`src/rtl/jb_aes_pkg.sv`:
```
// jb_aes_pkg: shared AES-128 definitions for the key expander and cipher pipes.
//   BLOCK_WIDTH  block/key width (128 only)
//   NUM_ROUNDS   AES-128 round count
//   NUM_RKEYS    number of round keys (rounds + initial whitening key)
//   state_e      key-expander FSM states
//   rkey_arr_t   storage type for the full round-key set
//   xtime        GF(2^8) multiply-by-x, used to step Rcon
package jb_aes_pkg;

  localparam int BLOCK_WIDTH = 128;
  localparam int NUM_ROUNDS  = 10;
  localparam int NUM_RKEYS   = NUM_ROUNDS + 1;

  typedef enum logic {
    ST_IDLE   = 1'b0,
    ST_EXPAND = 1'b1
  } state_e;

  typedef logic [NUM_RKEYS-1:0][BLOCK_WIDTH-1:0] rkey_arr_t;

  function automatic logic [7:0] xtime(input logic [7:0] b);
    return {b[6:0], 1'b0} ^ (b[7] ? 8'h1b : 8'h00);
  endfunction

endpackage

```
`src/rtl/jb_aes_sbox.sv`:
```
// jb_aes_sbox: AES forward S-box, 256x8 combinational lookup.
//   in_i   byte to substitute
//   out_o  S-box output
module jb_aes_sbox (
  input  logic [7:0] in_i,
  output logic [7:0] out_o
);

  // Row r of the table holds entries 16r..16r+15, entry 0 in the MSBs.
  localparam logic [2047:0] SBOX_TBL = {
    128'h637c777bf26b6fc53001672bfed7ab76,
    128'hca82c97dfa5947f0add4a2af9ca472c0,
    128'hb7fd9326363ff7cc34a5e5f171d83115,
    128'h04c723c31896059a071280e2eb27b275,
    128'h09832c1a1b6e5aa0523bd6b329e32f84,
    128'h53d100ed20fcb15b6acbbe394a4c58cf,
    128'hd0efaafb434d338545f9027f503c9fa8,
    128'h51a3408f929d38f5bcb6da2110fff3d2,
    128'hcd0c13ec5f974417c4a77e3d645d1973,
    128'h60814fdc222a908846eeb814de5e0bdb,
    128'he0323a0a4906245cc2d3ac629195e479,
    128'he7c8376d8dd54ea96c56f4ea657aae08,
    128'hba78252e1ca6b4c6e8dd741f4bbd8b8a,
    128'h703eb5664803f60e613557b986c11d9e,
    128'he1f8981169d98e949b1e87e9ce5528df,
    128'h8ca1890dbfe6426841992d0fb054bb16
  };

  logic [7:0] inv_idx;

  assign inv_idx = 8'hff - in_i;
  assign out_o   = SBOX_TBL[{inv_idx, 3'b000} +: 8];

endmodule

```
`src/rtl/jb_aes_key_expand.sv`:
```
// jb_aes_key_expand: iterative AES-128 key schedule, one round key per cycle.
//   clk, rst     clock, synchronous active-high reset
//   start, key   expansion request (sampled in IDLE) and cipher key
//   busy, done   expansion in progress / pulse as round key 10 is written
//   keys_valid   stored key set belongs to the last completed expansion
//   rk_we/idx/data  streaming round-key write port to the encrypt pipe
//   rd_idx, rd_key  combinational read of the stored set (zero past 10)
module jb_aes_key_expand
  import jb_aes_pkg::*;
#(
  parameter int BLOCK_WIDTH = 128
) (
  input  logic                   clk,
  input  logic                   rst,
  input  logic                   start,
  input  logic [BLOCK_WIDTH-1:0] key,
  output logic                   busy,
  output logic                   done,
  output logic                   keys_valid,
  output logic                   rk_we,
  output logic [3:0]             rk_idx,
  output logic [BLOCK_WIDTH-1:0] rk_data,
  input  logic [3:0]             rd_idx,
  output logic [BLOCK_WIDTH-1:0] rd_key
);

  state_e                 state_q;
  logic                   busy_q, done_q, keys_valid_q, rk_we_q;
  logic [3:0]             rk_idx_q;
  logic [BLOCK_WIDTH-1:0] rk_data_q;
  logic [7:0]             rcon_q;
  rkey_arr_t              rk_mem_q;

  // Next round key derived from the one currently on the write port.
  logic [31:0]            w0, w1, w2, w3, rot_w, sub_w, t_w;
  logic [31:0]            n0, n1, n2, n3;
  logic [BLOCK_WIDTH-1:0] rk_data_d;

  assign {w0, w1, w2, w3} = rk_data_q;
  assign rot_w = {w3[23:0], w3[31:24]};

  for (genvar g = 0; g < 4; g++) begin : g_subword
    jb_aes_sbox u_sbox (
      .in_i  (rot_w[8*g +: 8]),
      .out_o (sub_w[8*g +: 8])
    );
  end

  assign t_w = sub_w ^ {rcon_q, 24'h000000};
  assign n0  = w0 ^ t_w;
  assign n1  = w1 ^ n0;
  assign n2  = w2 ^ n1;
  assign n3  = w3 ^ n2;
  assign rk_data_d = {n0, n1, n2, n3};

  always_ff @(posedge clk) begin
    if (rst) begin
      state_q      <= ST_IDLE;
      busy_q       <= 1'b0;
      done_q       <= 1'b0;
      keys_valid_q <= 1'b0;
      rk_we_q      <= 1'b0;
      rk_idx_q     <= 4'd0;
      rk_data_q    <= '0;
      rcon_q       <= 8'h01;
      rk_mem_q     <= '0;
    end else begin
      done_q <= 1'b0;
      // The key on the port this cycle lands in storage at the closing edge,
      // so the last store coincides with the return to IDLE.
      if (rk_we_q) rk_mem_q[rk_idx_q] <= rk_data_q;
      case (state_q)
        ST_IDLE: begin
          if (start) begin
            state_q      <= ST_EXPAND;
            busy_q       <= 1'b1;
            rk_we_q      <= 1'b1;
            rk_idx_q     <= 4'd0;
            rk_data_q    <= key;
            rcon_q       <= 8'h01;
            keys_valid_q <= 1'b0;
          end
        end
        ST_EXPAND: begin
          if (rk_idx_q == 4'(NUM_ROUNDS)) begin
            state_q      <= ST_IDLE;
            busy_q       <= 1'b0;
            rk_we_q      <= 1'b0;
            keys_valid_q <= 1'b1;
          end else begin
            rk_idx_q  <= rk_idx_q + 4'd1;
            rk_data_q <= rk_data_d;
            rcon_q    <= xtime(rcon_q);
            done_q    <= (rk_idx_q == 4'(NUM_ROUNDS - 1));
          end
        end
        default: state_q <= ST_IDLE;
      endcase
    end
  end

  always_comb begin
    rd_key = '0;
    if (rd_idx <= 4'(NUM_ROUNDS)) rd_key = rk_mem_q[rd_idx];
  end

  assign busy       = busy_q;
  assign done       = done_q;
  assign keys_valid = keys_valid_q;
  assign rk_we      = rk_we_q;
  assign rk_idx     = rk_idx_q;
  assign rk_data    = rk_data_q;

endmodule

```
`config.mk`:
```
export PLATFORM = sky130hd
export DESIGN_NAME = jb_aes_key_expand
export DESIGN_NICKNAME = d
export VERILOG_FILES = /design/src/rtl/jb_aes_pkg.sv /design/src/rtl/jb_aes_sbox.sv /design/src/rtl/jb_aes_key_expand.sv
export SDC_FILE = /design/constraint.sdc
export NUM_CORES = 2
export LEC_CHECK = 0
export CORE_AREA = 2 2 302 454
export DETAILED_ROUTE_END_ITERATION = 16
export DIE_AREA = 0 0 304 456
export HOLD_SLACK_MARGIN = 0.05
export PLACE_DENSITY = 0.8
export SYNTH_ARGS = -nofsm -noshare
export SYNTH_HDL_FRONTEND = slang
export SYNTH_SLANG_ARGS = --single-unit
```
`constraint.sdc`:
```
create_clock -name clk -period 6.6 [get_ports clk]
set_input_delay 1.98 -clock clk [delete_from_list [all_inputs] [get_ports clk]]
set_output_delay 1.98 -clock clk [all_outputs]
set_load 0.05 [all_outputs]
```
### After elaboration in Yosys (flattened, before gate mapping)

Index checks and enable logic that the tools add are counted.

* bits in registers: 1552
* word-level logic and storage cells: 72

* $add $sub $neg: 5
* order comparisons: 4
* equality and inequality tests: 5
* shifts and indexed selects: 4
* multiplexer cells: 25
* bitwise operators: 7
* reductions and logical operators: 4

Operators by type and width (count)
* variable part select 2048 x 12 -> 8 bit, first input constant: 4
* bitwise mux 1408 bit: 1
* 2-to-1 mux 128 bit: 5
* binary-select mux 128 bit (select 4 bit): 1
* demux 128 bit (select 4 bit): 1
* one-hot mux 128 bit (2 select lines): 1
* XOR 32 bit: 5
* subtractor 8 bit, first input constant: 4
* 2-to-1 mux 8 bit: 2
* one-hot mux 8 bit (2 select lines): 1
* < comparator 4 x 5 -> 1 bit, second input constant: 2
* equality test 4 bit, second input constant: 2
* 2-to-1 mux 4 bit: 2
* one-hot mux 4 bit (2 select lines): 1
* XOR 8 x 5 -> 8 bit: 1
* 2-to-1 mux 1 bit: 6
* one-hot mux 1 bit (2 select lines): 3
* 2-to-1 mux 5 bit: 1
* adder 4 x 1 -> 4 bit, second input constant: 1
* >= comparator 4 x 1 -> 1 bit, second input constant: 1
* <= comparator 4 bit, second input constant: 1
* != test 2 bit, second input constant: 2
* AND reduction 2 bit: 2
* OR reduction 3 bit: 1
* other kinds (3): 3

### Depth between registers and ports, before layout

* depth after elaboration: 9
* gate-level depth with buffers: 16
* depth with buffers taken out: 11

### Cells and area by module

From an unflattened synthesis, not the netlist that was laid out.

* cells, all modules: 10396
* area total of the unflattened synthesis: 81481.9 µm²

By module, submodules not included
* jb_aes_key_expand: times used 1, cells an instance 8256, area each 67893.9 µm²
* jb_aes_sbox: times used 4, cells an instance 535, area each 3397.0 µm²

### Worst setup path after synthesis

Ideal clock, no wire load.

* kind: input port to output port
* from: input port rd_idx[0]
* to: output port rd_key[10]
* arrival: 4655 ps
* required time: 4620 ps
* setup slack: -35 ps
* stages on the path: 8
* buffers on the path: 4
* cell sequence: clkbuf_1 buf_1 buf_1 buf_1 mux2i_1 nor2_1 a21oi_1 o22ai_1

* cells in the longest elaborated chain, start to end: 3
* elaborated cells between the ends (all ways): 4
* classes of those cells: order compare (1); mux (3)

Ends and longest elaborated chain
* start, declared: line jb_aes_key_expand.sv:23 `input logic [3:0] rd_idx,`
* binary-select mux 128 bit (select 4 bit): line jb_aes_key_expand.sv:104 `if (rd_idx <= 4'(NUM_ROUNDS)) rd_key = rk_mem_q[rd_idx];`
* 2-to-1 mux 128 bit (implied by the code): line jb_aes_key_expand.sv:104
* 2-to-1 mux 128 bit *: line jb_aes_key_expand.sv:104
* end, declared: line jb_aes_key_expand.sv:24 `output logic [BLOCK_WIDTH-1:0] rd_key`

Every way passes the cells marked *; elsewhere a longest branch is shown, timed or not. The select of a mux whose other input is x is not followed.

### Final worst setup path

* from: input port rd_idx[0]
* to: output port rd_key[58]

The elaborated chain is that of the path after synthesis.

==> key figures <==
Synth
  • Top post-synthesis cells by area: dfxtp_1 38%, nand2_1 14%, a21oi_1 11%
  • Mapped Nets: between 10000 and 15000
  • Asr flop ratio synth: 0%
  • Number of flops mapped to enable cells by yosys: 0
  • Biggest area consumer among synthesized cells: dfxtp_1
  • Mapped Area: 81800 sq um
  • Synth Instances: 10500
  • Syn_area_per_cell: roughly 7.8 sq um
  • Synth Flop Type: dfxtp_1
  • Register area share after synthesis: roughly two fifths
  • Cell variety after synth: around 100
  • Count leader, synth: nand2_1
  • Yosys reg bits: 1552
  • Synth Warn #: 0
  • Top cells by count, synth: 3069 x nand2_1, 1780 x a21oi_1, 1552 x dfxtp_1
  • Post-synth top area share: a little under two fifths

Worst setup path
  • Arrival time at the worst endpoint: 4110 ps
  • Startpoint types: input port
  • Crit path kind: in2out
  • R2r worst-path depth: 10
  • Crit. End Element: output port
  • Max FO, Critical Path: 34
  • Data required, critical path: 4620 ps

Cells and area
  • Register Area: 31100 sq um
  • Fin nets: slightly above 10000
  • Final std cells w/o fill: between 10000 and 15000
  • Layout fillers: about 11000
  • Multi-input combinational cell area: 46300 sq um
  • Synth-to-Final Area Change: 13.1%
  • Share of cells above drive strength 1: 11.1%

Die
  • Starting density of the core: 60.8%
  • Core footprint: ~130000 sq um
  • Die Wd: 304 um
  • Num rows: 165
  • Die height: roughly 460 um
  • I/O pin cnt: 399
  • Die ar.: ~140000 sq um

Clock tree
  • Clk sinks: between 1500 and 2000
  • Htree depth: 4
  • Hold_buf cts: 0
  • Clock buffer count from CTS: roughly 140
  • Worst skew pair latency: approximately 830 ps
  • CTS tree: built
  • Resized cells post-CTS: 0
  • CTS Root Cell: clkbuf_16
  • Post-CTS Setup Inserts: 0
  • Worst-path clk slew: 60 ps
  • Clock tree buffer depth: 3

Outcome
  • Failing checks: max-capacitance violations
  • Status: complete, but fails checks

Route
  • Post-DRT Antenna Nets: 0
  • Via density: approximately 7.0
  • Vias: around 85000
  • Post-route DRC violation count: 0
  • Routed wire length per instance: ~29 um
  • Starting DRT DRC Count: around 13000
  • Final wirelength: around 350 mm
  • Detailed Routing Iterations Pass 1: 9

GRT
  • GRT Residual Overflow: 0
  • Largest net degree at the start of global routing: about 220
  • Vias in the first global route: approximately 81000
  • Global-route wire length before repair: roughly 510 mm
  • Antenna violations before repair: 24
  • GRT Overall Usage: about half

Power
  • Clock power share: 27.5%
  • Static leakage: just over 30 nW
  • Pint: between 15 and 20 mW
  • Sequential power share: 32.2%
  • Sw frac: around two fifths
  • Pwr dens: 361 nW/um^2
  • Max IR drop VDD: 0.303 mV
  • Logic gate share of total power: between 40% and 50%
  • NetSw: around 14 mW

Timing
  • RSZ-0062 raised after global routing: no
  • Tcrit/Tclk final: ~90%
  • Setup Skew: roughly 43 ps
  • Count of final setup violators: 0
  • Hold WS: 452 ps
  • Final hold violation count: 0
  • Crit path time final: between 6000 and 7000 ps
  • Actual slew at the worst max-slew pin: about 1500 ps
  • Max Slew Vio Count: 0
  • Setup TNS: 0 ps
  • Fmax: between 150 and 200 MHz
  • Slew headroom: 0.471%

Hold path
  • Worst Hold Class: reg2reg
  • Hold path cells: 2

Place
  • Global placement routability congestion: approximately 1.1
  • Buffers added on ports: between 300 and 400
  • Dpl cells: around 12000
  • DP HPWL: between 200 and 250 mm

Job
  • Max Cap Violations: 1
stage by stage:
stage	setup WS, ps	util [%]	instance area [sq um]	total power, mW
after floorplan	149	-	81900	18.6
after global placement	645	64.9	87200	23.3
after detailed placement	617	64.9	87200	23.4
after CTS	613	68.7	92400	32.4
after global routing	468	68.8	92400	33.9
final	510	68.8	92400	33.4
flip-flops by register name, summed over array words and instances (netlist names):
| register | count |
|---|---|
| rk_mem_q | 1408 |
| state_q | 1 |
| rk_we | 1 |
| keys_valid | 1 |
| rcon_q | 8 |
| done | 1 |
| rk_data | 128 |
| rk_idx | 4 |
critical path, cell delays in order:
cell	delay [ps]
buf_8	250
buf_12	270
buf_12	310
mux4_2	560
mux2i_1	160
o22ai_1	270
buf_12	280
final timing paths:
path                 startpoint            end  slack (ps)
setup / recovery      rd_idx[0]     rd_key[58]         510
hold / removal    rk_mem_q[978]  rk_mem_q[978]         450
setup reg to reg     rk_data[2]     rk_data[9]        1060
hold reg to reg   rk_mem_q[978]  rk_mem_q[978]         450
cells in the final DEF (no fill, tap or decap), types with 97 or more instances in the layout:
cell type,count
a21oi_1,1779
buf_12,131
buf_4,280
clkbuf_16,151
clkdlybuf4s50_1,265
dfxtp_1,1528
mux2i_1,323
mux4_2,324
nand2_1,3058
nand3_1,105
nor2_1,406
nor2b_1,97
nor3_1,112
o21ai_0,182
o22ai_1,138
layout make-up:
class / instances / share of cell area (%)
clock inverters: 49 / 0.819
well taps: 1753 / 2.37
diodes: 12 / 0.0325
inverters: 55 / 0.223
multi-input cells: 7757 / 50.0
repair buffers: 682 / 8.06
flip-flops and latches: 1552 / 33.7
clock buffers: 217 / 4.78
cells by family after synthesis:
| group | count (synthesis) | share of synthesized area, % |
|---|---|---|
| AND/OR/NAND/NOR | 4125 | 20.7 |
| AO/OA/AOI/OAI | 2771 | 19.7 |
| flip-flops | 1552 | 38.0 |
| buffers and inverters | 1190 | 5.83 |
| multiplexers | 671 | 13.2 |
| XOR/XNOR | 129 | 1.58 |
| adder cells (fa/ha/maj) | 61 | 0.931 |
power by group through the flow:
stage / clock network [mW] / registers (mW) / logic, mW
after detailed placement: 0 / 10.9 / 12.5
after global routing: 9.50 / 10.7 / 13.7
final: 9.16 / 10.7 / 13.5
after CTS: 9.14 / 10.7 / 12.6
after floorplan: 0 / 10.7 / 7.82
after global placement: 0 / 10.8 / 12.5
per-layer routing:
metal	track usage [%]	up-vias	wire length, um	share of wire (%)
li1	-	35700	-	-
met1	56.1	40000	112000	32
met2	72.4	7238	150000	43
met3	16.9	2020	55700	16
met4	40.4	18	33400	9.5
met5	0.174	-	115	0.033
No activity file was read; power rests on OpenSTA's default activity.
